[src/rtl/riscv_pkg.sv]
// ---------------------------------------------------------------------------
// riscv_pkg
// Shared definitions for the RV32I core's integer register unit.
//   XLEN        default data width
//   REG_ADDR_W  width of the rs1/rs2/rd register index fields
//   SP_INIT     default reset value of x2 (stack pointer)
//   ru_state_t  register-unit lifecycle: SCRUB -> INIT_SP -> RUN
// ---------------------------------------------------------------------------
package riscv_pkg;

    localparam int          XLEN       = 32;
    localparam int          REG_ADDR_W = 5;
    localparam logic [31:0] SP_INIT    = 32'h0000_0FFC;

    typedef enum logic [1:0] {
        SCRUB   = 2'd0,
        INIT_SP = 2'd1,
        RUN     = 2'd2
    } ru_state_t;

endpackage : riscv_pkg

[src/rtl/register_unit_scrub_fsm.sv]
// ---------------------------------------------------------------------------
// register_unit_scrub_fsm
// Post-reset initialisation sequencer for the register array. It zeroes
// x1..x(NREGS-1) one per cycle, then loads SP_INIT into x2, then hands
// the write port to the core and raises ru_ready.
//
// Ports:
//   clk       in   system clock, rising edge
//   rst       in   synchronous active-high reset (restarts the scrub)
//   state     out  current lifecycle state (also serves as a debug tap)
//   ru_ready  out  registered; high only in RUN
//   fsm_wr    out  write-port mux select: 1 = FSM owns the array write port
//   fsm_addr  out  FSM write address (valid while fsm_wr = 1)
//   fsm_data  out  FSM write data    (valid while fsm_wr = 1)
// ---------------------------------------------------------------------------
module register_unit_scrub_fsm #(
    parameter int               NREGS   = 32,
    parameter int               XLEN    = riscv_pkg::XLEN,
    parameter logic [XLEN-1:0]  SP_INIT = XLEN'(riscv_pkg::SP_INIT),
    parameter int               AW      = $clog2(NREGS)
) (
    input  logic                  clk,
    input  logic                  rst,
    output riscv_pkg::ru_state_t  state,
    output logic                  ru_ready,
    output logic                  fsm_wr,
    output logic [AW-1:0]         fsm_addr,
    output logic [XLEN-1:0]       fsm_data
);
    import riscv_pkg::*;

    logic [AW-1:0] scrub_idx;

    always_ff @(posedge clk) begin
        if (rst) begin
            state     <= SCRUB;
            scrub_idx <= AW'(1);   // x0 is hard-wired, never stored
            ru_ready  <= 1'b0;
        end else begin
            case (state)
                SCRUB: begin
                    if (scrub_idx == AW'(NREGS - 1)) begin
                        state <= INIT_SP;
                    end else begin
                        scrub_idx <= scrub_idx + 1'b1;
                    end
                end
                INIT_SP: begin
                    state    <= RUN;
                    ru_ready <= 1'b1;
                end
                RUN: begin
                    state <= RUN;
                end
                default: begin
                    state     <= SCRUB;
                    scrub_idx <= AW'(1);
                    ru_ready  <= 1'b0;
                end
            endcase
        end
    end

    // The FSM drives the array write port in every state except RUN.
    always_comb begin
        fsm_wr   = (state != RUN);
        fsm_addr = (state == SCRUB) ? scrub_idx : AW'(2);
        fsm_data = (state == SCRUB) ? '0 : SP_INIT;
    end

endmodule : register_unit_scrub_fsm

[src/rtl/register_unit.sv]
// ---------------------------------------------------------------------------
// register_unit
// Integer register file x0..x(NREGS-1) for the single-cycle RV32I core.
// Storage has no per-entry reset (maps to distributed RAM); after reset a
// scrub sequencer clears it and raises ru_ready.
//
// Ports:
//   clk          in   system clock, rising edge
//   rst          in   synchronous active-high reset
//   ru_wr        in   write enable from the control unit (RUN only)
//   rd           in   destination index; rd = 0 is ignored
//   ru_wrdata    in   writeback data
//   rs1, rs2     in   source indices
//   ru_rs1/2     out  combinational read data (x0 reads 0)
//   ru_ready     out  high once initialisation is complete
//   ru_wr_count  out  number of committed architectural writes (wraps)
//
// Build option REGISTER_UNIT_BYPASS_EN: when defined, a read of the
// register being written in the same RUN cycle returns ru_wrdata
// (write-through). Otherwise reads return the pre-edge contents.
// ---------------------------------------------------------------------------
module register_unit #(
    parameter int               NREGS   = 32,
    parameter int               XLEN    = riscv_pkg::XLEN,
    parameter logic [XLEN-1:0]  SP_INIT = XLEN'(riscv_pkg::SP_INIT)
) (
    input  logic                                 clk,
    input  logic                                 rst,
    input  logic                                 ru_wr,
    input  logic        [riscv_pkg::REG_ADDR_W-1:0] rd,
    input  logic signed [XLEN-1:0]               ru_wrdata,
    input  logic        [riscv_pkg::REG_ADDR_W-1:0] rs1,
    input  logic        [riscv_pkg::REG_ADDR_W-1:0] rs2,
    output logic signed [XLEN-1:0]               ru_rs1,
    output logic signed [XLEN-1:0]               ru_rs2,
    output logic                                 ru_ready,
    output logic        [31:0]                   ru_wr_count
);
    import riscv_pkg::*;

    localparam int AW = $clog2(NREGS);

    logic [XLEN-1:0] regs [NREGS];

    ru_state_t       state;
    logic            fsm_wr;
    logic [AW-1:0]   fsm_addr;
    logic [XLEN-1:0] fsm_data;

    register_unit_scrub_fsm #(
        .NREGS   (NREGS),
        .XLEN    (XLEN),
        .SP_INIT (SP_INIT),
        .AW      (AW)
    ) u_scrub_fsm (
        .clk      (clk),
        .rst      (rst),
        .state    (state),
        .ru_ready (ru_ready),
        .fsm_wr   (fsm_wr),
        .fsm_addr (fsm_addr),
        .fsm_data (fsm_data)
    );

    // An architectural write commits only in RUN, to an implemented,
    // non-zero register, and not on a reset edge.
    logic core_wr;
    always_comb begin
        core_wr = ru_wr && (state == RUN) && !rst
                  && (rd != '0) && (32'(rd) < NREGS);
    end

    always_ff @(posedge clk) begin
        if (fsm_wr) begin
            regs[fsm_addr] <= fsm_data;
        end else if (core_wr) begin
            regs[rd[AW-1:0]] <= ru_wrdata;
        end
    end

    always_ff @(posedge clk) begin
        if (rst) begin
            ru_wr_count <= '0;
        end else if (core_wr) begin
            ru_wr_count <= ru_wr_count + 32'd1;
        end
    end

    // x0 and indices beyond NREGS read as zero.
    always_comb begin
        ru_rs1 = '0;
        ru_rs2 = '0;
        if (rs1 != '0 && 32'(rs1) < NREGS) begin
            ru_rs1 = regs[rs1[AW-1:0]];
        end
        if (rs2 != '0 && 32'(rs2) < NREGS) begin
            ru_rs2 = regs[rs2[AW-1:0]];
        end
`ifdef REGISTER_UNIT_BYPASS_EN
        if (core_wr && rd == rs1) begin
            ru_rs1 = ru_wrdata;
        end
        if (core_wr && rd == rs2) begin
            ru_rs2 = ru_wrdata;
        end
`endif
    end

endmodule : register_unit

[config.mk]
export PLATFORM = sky130hd
export DESIGN_NAME = register_unit
export DESIGN_NICKNAME = d
export VERILOG_FILES = /design/src/rtl/riscv_pkg.sv /design/src/rtl/register_unit_scrub_fsm.sv /design/src/rtl/register_unit.sv
export SDC_FILE = /design/constraint.sdc
export NUM_CORES = 1
export LEC_CHECK = 0
export BUFFER_PORTS_ARGS = -buffer_cell sky130_fd_sc_hd__buf_2
export CORE_MARGIN = 2
export CORE_UTILIZATION = 45
export DETAILED_ROUTE_END_ITERATION = 10
export PLACE_DENSITY = 0.73
export SLEW_MARGIN = 40
export SYNTH_ARGS = -nofsm -noshare
export SYNTH_HDL_FRONTEND = slang
export SYNTH_SLANG_ARGS = --single-unit
[constraint.sdc]
create_clock -name clk -period 6.1 [get_ports clk]
set_clock_uncertainty 0.1 [all_clocks]
set_input_delay 0.61 -clock clk [delete_from_list [all_inputs] [get_ports clk]]
set_output_delay 0.61 -clock clk [all_outputs]
set_load 0.01 [all_outputs]
Yosys cells after proc, flatten, opt, wreduce, memory -nomap -nowiden
Memory sizes are Yosys's and may differ from the RTL's.
Cells that the tools add are included.
W data, S select, Z words.

word-level totals
  bits in registers = 40
  RAM bits = 1,024
  output and inout port bits = 97
  logic and storage cells = 43
  memories kept = 1

cells by class
  $add $sub $neg = 2
  eq/ne operators = 6
  mux-type cells = 17
  bitwise logic cells = 1
  reduce and logical (&&, ||, !) cells = 12

memory list
  name  words  width  rd ports  clocked after memory_dff  wr ports  line                 RTL
  regs  32     32     2         0                         1         register_unit.sv:43  logic [XLEN-1:0] regs [NREGS];

operators by type and width
  operator                 number
  $mux W32                 3
  $add A32 B1 Y32 const B  1
  $reduce_or A32 Y1        1
  $mux W5                  3
  $reduce_bool A5 Y1       3
  $mux W12                 1
  $pmux W5 S2              1
  $mux W1                  6
  $add A5 B1 Y5 const B    1
  $eq A5 B5 Y1 const B     1
  $ne A2 B2 Y1 const B     2
  $pmux W2 S2              1
  $reduce_or A2 Y1         2
  $logic_and A1 B1 Y1      3
  $eq A2 B1 Y1 const B     1
  $eq A2 B2 Y1 const B     1
  $logic_not A2 Y1         1
  $mux W2                  1
  $ne A2 B1 Y1 const B     1
  $pmux W1 S2              1
  $reduce_and A2 Y1        1
  $logic_not A1 Y1         1
  $not A1 Y1               1

Depth between registers and ports, before layout
  depth after elaboration = 9
  mapped depth = 8

Modules after synthesis
Synthesis repeated with hierarchy kept, for this count alone.

unflattened totals
  cells, all modules = 2,625
  area, all modules = 50,339.5 um2

by module, submodules not included
  module                   times used  cells an instance  area an instance (um2)
  register_unit            1           2,538              49,633.9
  register_unit_scrub_fsm  1           87                 705.7

Worst setup path before layout
OpenSTA, ideal clock, no wires.

  path kind = input port to flip-flop
  start point = input port rd[4] (netlist name)
  end point = memory regs[25][0], enable pin
  setup time = 0.501 ns
  arrival time = 4.984 ns
  data required time = 5.499 ns
  path slack = 0.515 ns
  stages on the path = 6
  buffers on the path = 2
  cells stage by stage = buf_6 > or4_4 > buf_6 > o32ai_2 > a21oi_2 > nor4_1

on the way
  longest elaborated chain between the ends = 7
  elaborated cells on any way between the ends = 8
  classes of those cells = mux: 5; reduce/logical: 3

RTL lines
  what                                                 line                 RTL
  start: declaration                                   register_unit.sv:30  input logic [riscv_pkg::REG_ADDR_W-1:0] rd,
  $reduce_bool A5 Y1                                   register_unit.sv:70  && (rd != '0) && (32'(rd) < NREGS);
  $logic_and A1 B1 Y1                                  register_unit.sv:70
  $mux W1                                              register_unit.sv:76  end else if (core_wr) begin
  $mux W1                                              register_unit.sv:74  if (fsm_wr) begin
  $mux W1 (not written as such)                        register_unit.sv:77  regs[rd[AW-1:0]] <= ru_wrdata;
  $reduce_or A32 Y1 (no line)                          --
  $mux W5 (no line) / $mux W1 (equally long branches)  --
  end: declaration                                     register_unit.sv:43

Several ways; a longest one is shown, not always the timed one.

Final worst setup path
  start point = input port rs2[2] (netlist name)
  end point = output port ru_rs2[21]

on the way
  longest elaborated chain between the ends = 2
  elaborated cells on any way between the ends = 3
  classes of those cells = mux: 1; reduce/logical: 1; memory: 1

RTL lines
  what                                                          line                 RTL
  start: declaration                                            register_unit.sv:33  input logic [riscv_pkg::REG_ADDR_W-1:0] rs2,
  $mem_v2 Z32 W32 / $reduce_bool A5 Y1 (equally long branches)  --
  $mux W32 (*)                                                  register_unit.sv:96  if (rs2 != '0 && 32'(rs2) < NREGS) begin
  end: declaration                                              register_unit.sv:35  output logic signed [XLEN-1:0] ru_rs2,

Every way passes the cells marked *; elsewhere a longest branch is shown, timed or not.

==> results.yml <==
outcome:
  outcome: "complete, no violations"
detailed_routing:
  detail-route-antenna-nets: 0
  route.detailed.drc: 0
  drt_iter0_drc: 5128
  detail_route.wl_per_cell_um: 34.9
  routed_wl_mm: 156
  drt-pass1-iter-count: 6
  detailroute.via_count: 31542
  vias_per_cell: 7.07
die:
  die-area_sq_um: 114000
  dieWidth_um: 338
  chipHeight_um: 338
  boundaryPins: 147
  start_util: 0.454
  core_area_sq_um: 111000
  std_cell_rows: 122
clock_tree:
  post_cts_resize_count: 0
  post_cts_hold_buffer_count: 0
  htreeDepth: 3
  tritoncts_clock_tree: "done"
  cts-root-to-sink-buffers: 3
  cts_post_setup_buffers_inserted: 0
  clock_sinks: 1064
  clkTransAtPathRegs_ns: 0.06
  insertion_delay_ns: 0.69
  cts-buffers-inserted: 107
  cts_root_buffer: "sky130_fd_sc_hd__clkbuf_16"
logic_synthesis:
  synthesis.area_per_instance_sq_um: 18.2
  syn_inst: 2755
  syn_nets: 2812
  share_of_synthesized_cell_area_in_and_or_nand_and_nor_gates: 0.0381
  fraction_of_synthesized_area_in_multiplexers: 0.244
  ys_dominant_reg_cell: "sky130_fd_sc_hd__edfxtp_1"
  synth.area.top_cells: "sky130_fd_sc_hd__edfxtp_1 (61%), sky130_fd_sc_hd__mux4_2 (20%), sky130_fd_sc_hd__mux2i_1 (2.6%)"
  synthDistinctLibCells: 65
  synth_compound_gate_area_share: 0.0643
  synth-edff-count: 1024
  yosys_warnings: 0
  synth_top_family_by_area: "multiplexers"
  synthesis_stage_register_bit_count: 1064
  netlist_area_sq_um: 50100
  post_synth_fa_ha_maj_area_fraction: 0.00175
  async_flop_share: 0
  synth_largest_area_cell: "sky130_fd_sc_hd__edfxtp_1"
  synth.top_cell.area_share: 0.613
  synth_sequential_area_ratio: 0.629
  yosys.area_share.xor_xnor: 0.000349
cells_and_area:
  finalCoreUtilization: 0.513
  footprint_of_the_multi_input_gates_sq_um: 18000
  final_layout_net_count: 2948
  synthToLayoutAreaGrowth_pct: 13.1
  ff_latch_area_sq_um: 31600
  fillerInstances: 8632
  layout_commonest_cell: "sky130_fd_sc_hd__edfxtp_1"
  layout.cells.most_common_list: "sky130_fd_sc_hd__edfxtp_1 (1024), sky130_fd_sc_hd__mux4_2 (448), sky130_fd_sc_hd__buf_2 (139)"
  layout-drive-gt1-share: 0.347
global_route:
  maximum_number_of_pins_on_one_net_before_global_route_repair: 95
  grt-ovfl-total: 0
  grt_antenna_before_repair: 7
  grt_pass1_vias: 31449
  grt_first_pass_wirelength_mm: 223
  global_route.usage.total: 0.274
critical_path:
  critPathSlowestCell: "sky130_fd_sc_hd__a311oi_1"
  critical_path.startpoint: "rs2[2]"
  crit_path_max_fanout: 83
  r2r_start: "u_scrub_fsm.state[0]$_SDFFE_PP0P_"
  crit_chain: "buf_8 -> buf_4 -> mux2i_1 -> a221oi_1 -> o21ai_0 -> a311oi_1 -> buf_2"
  cp.required_ns: 5.39
  worst-setup-path-type: "in2out"
  end_kind: "output pin"
  worstPathArrival_ns: 3.76
  critical_path.startpoint_type: "input pin"
  slowest_delay_ns: 0.82
flow_run:
  cap_violations: 0
pwr:
  power_density_nw_per_um2: 325
  combPwrFrac: 0.155
  leakagePower_nw: 19.4
  total_switching_power_mw: 4.92
  post-layout-total-power_mw: 18.4
  power.ir.vdd_worst_mv: 0.380
  p_int_mw: 13.5
  power.clock.fraction: 0.351
  p_seq_frac: 0.494
  switching_share: 0.267
timing:
  timing_hold_violations_final: 0
  grt_setup_unrepaired: "false"
  max_slew_margin: 0.381
  slew_viol_final: 0
  timing.final.setup_violations: 0
  max_clock_freq_mhz: 224
  timing_worst_slew_pin_value_ns: 0.923
  final.period_utilization: 0.732
  final.setup.tns_ns: 0
  post-route-min-period_ns: 4.47
placement:
  port_buffers: 146
  replace_congestion: 0.899
  detailed_place_hpwl_mm: 92.4
min_path:
  hold_path_class: "in2reg"
  holdCritStartpoint: "rst"
[final cells by class]
| type | count | area share |
|---|---|---|
| Sequential cell | 1064 | 0.556 |
| Timing Repair Buffer | 257 | 0.0336 |
| Clock buffer | 134 | 0.0501 |
| Clock inverter | 57 | 0.00962 |
| Antenna cell | 2 | 0.0000883 |
| Multi-Input combinational cell | 1450 | 0.317 |
| Inverter | 11 | 0.000772 |
| Tap cell | 1488 | 0.0328 |
[worst paths after layout]
kind / to / slack (ns) / depth (start not counted)
max: ru_rs2[21] / 1.63 / 7
min: u_scrub_fsm.state[1]$_SDFFE_PP0P_ / 0.27 / 2
max reg2reg: regs[23][25]$_DFFE_PP_ / 2.11 / 7
min reg2reg: u_scrub_fsm.ru_ready$_SDFFE_PP0N_ / 0.40 / 2
[cells by family after synthesis]
kind of cell,count (synthesis)
buffers and inverters,241
adder cells (fa/ha/maj),7
AO/OA/AOI/OAI,428
XOR/XNOR,2
multiplexers,653
AND/OR/NAND/NOR,360
flip-flops,1064
[critical path: cells and delay by family]
| family | cells | cell delay, ns |
|---|---|---|
| AOI/OAI and AO/OA | 3 | 1.34 |
| buffers and inverters | 3 | 1.46 |
| muxes | 1 | 0.15 |
[through the flow]
stage          area [sq um]  hold slack, ns  setup slack [ns]  std cells
3_5_place_dp          53200           0.389              1.69       4267
5_1_grt               56700           0.289              1.58       4461
3_3_place_gp          52800           0.364              1.75       4255
2_1_floorplan         50100           0.387             0.515       2755
4_1_cts               56600           0.374              1.69       4458
6_report              56700           0.267              1.63       4463
[cells in the mapped netlist (all sizes together), types with 6 or more instances]
master / count
nand3: 10
o2111ai: 51
nor2: 43
nand2b: 8
mux4: 448
o21ai: 87
nor4: 15
clkbuf: 106
a211oi: 70
o31ai: 14
a21o: 14
buf: 124
mux2: 74
a221oi: 15
a311oi: 65
ha: 7
mux2i: 131
dfxtp: 40
inv: 11
a22oi: 66
and2: 27
nand2: 112
a21oi: 24
nand4: 10
nor2b: 78
or4: 18
o211ai: 6
edfxtp: 1024
nor3: 17
[layer usage]
metal | vias up | part of all wire | track usage
met5 | - | 0.00015 | 0.00213
met4 | 6 | 0.041 | 0.103
met3 | 429 | 0.15 | 0.0813
met2 | 2691 | 0.45 | 0.411
met1 | 16356 | 0.36 | 0.379
li1 | 12060 | - | -
[flip-flops by register name, indices dropped and copies added, names as in the netlist]
name	cells
u_scrub_fsm.scrub_idx	5
u_scrub_fsm.ru_ready	1
u_scrub_fsm.state	2
regs	1024
ru_wr_count	32
[power groups by stage]
stage               logic (mW)  clock network, mW  registers, mW
detailed placement        2.78                  0           9.25
finish                    2.86               6.48           9.10
floorplan                 1.64                  0           9.18
global route              2.98               6.79           9.14
global placement          2.67                  0           9.18
CTS                       2.80               6.51           9.10
Power figures use the tool's default switching activity.
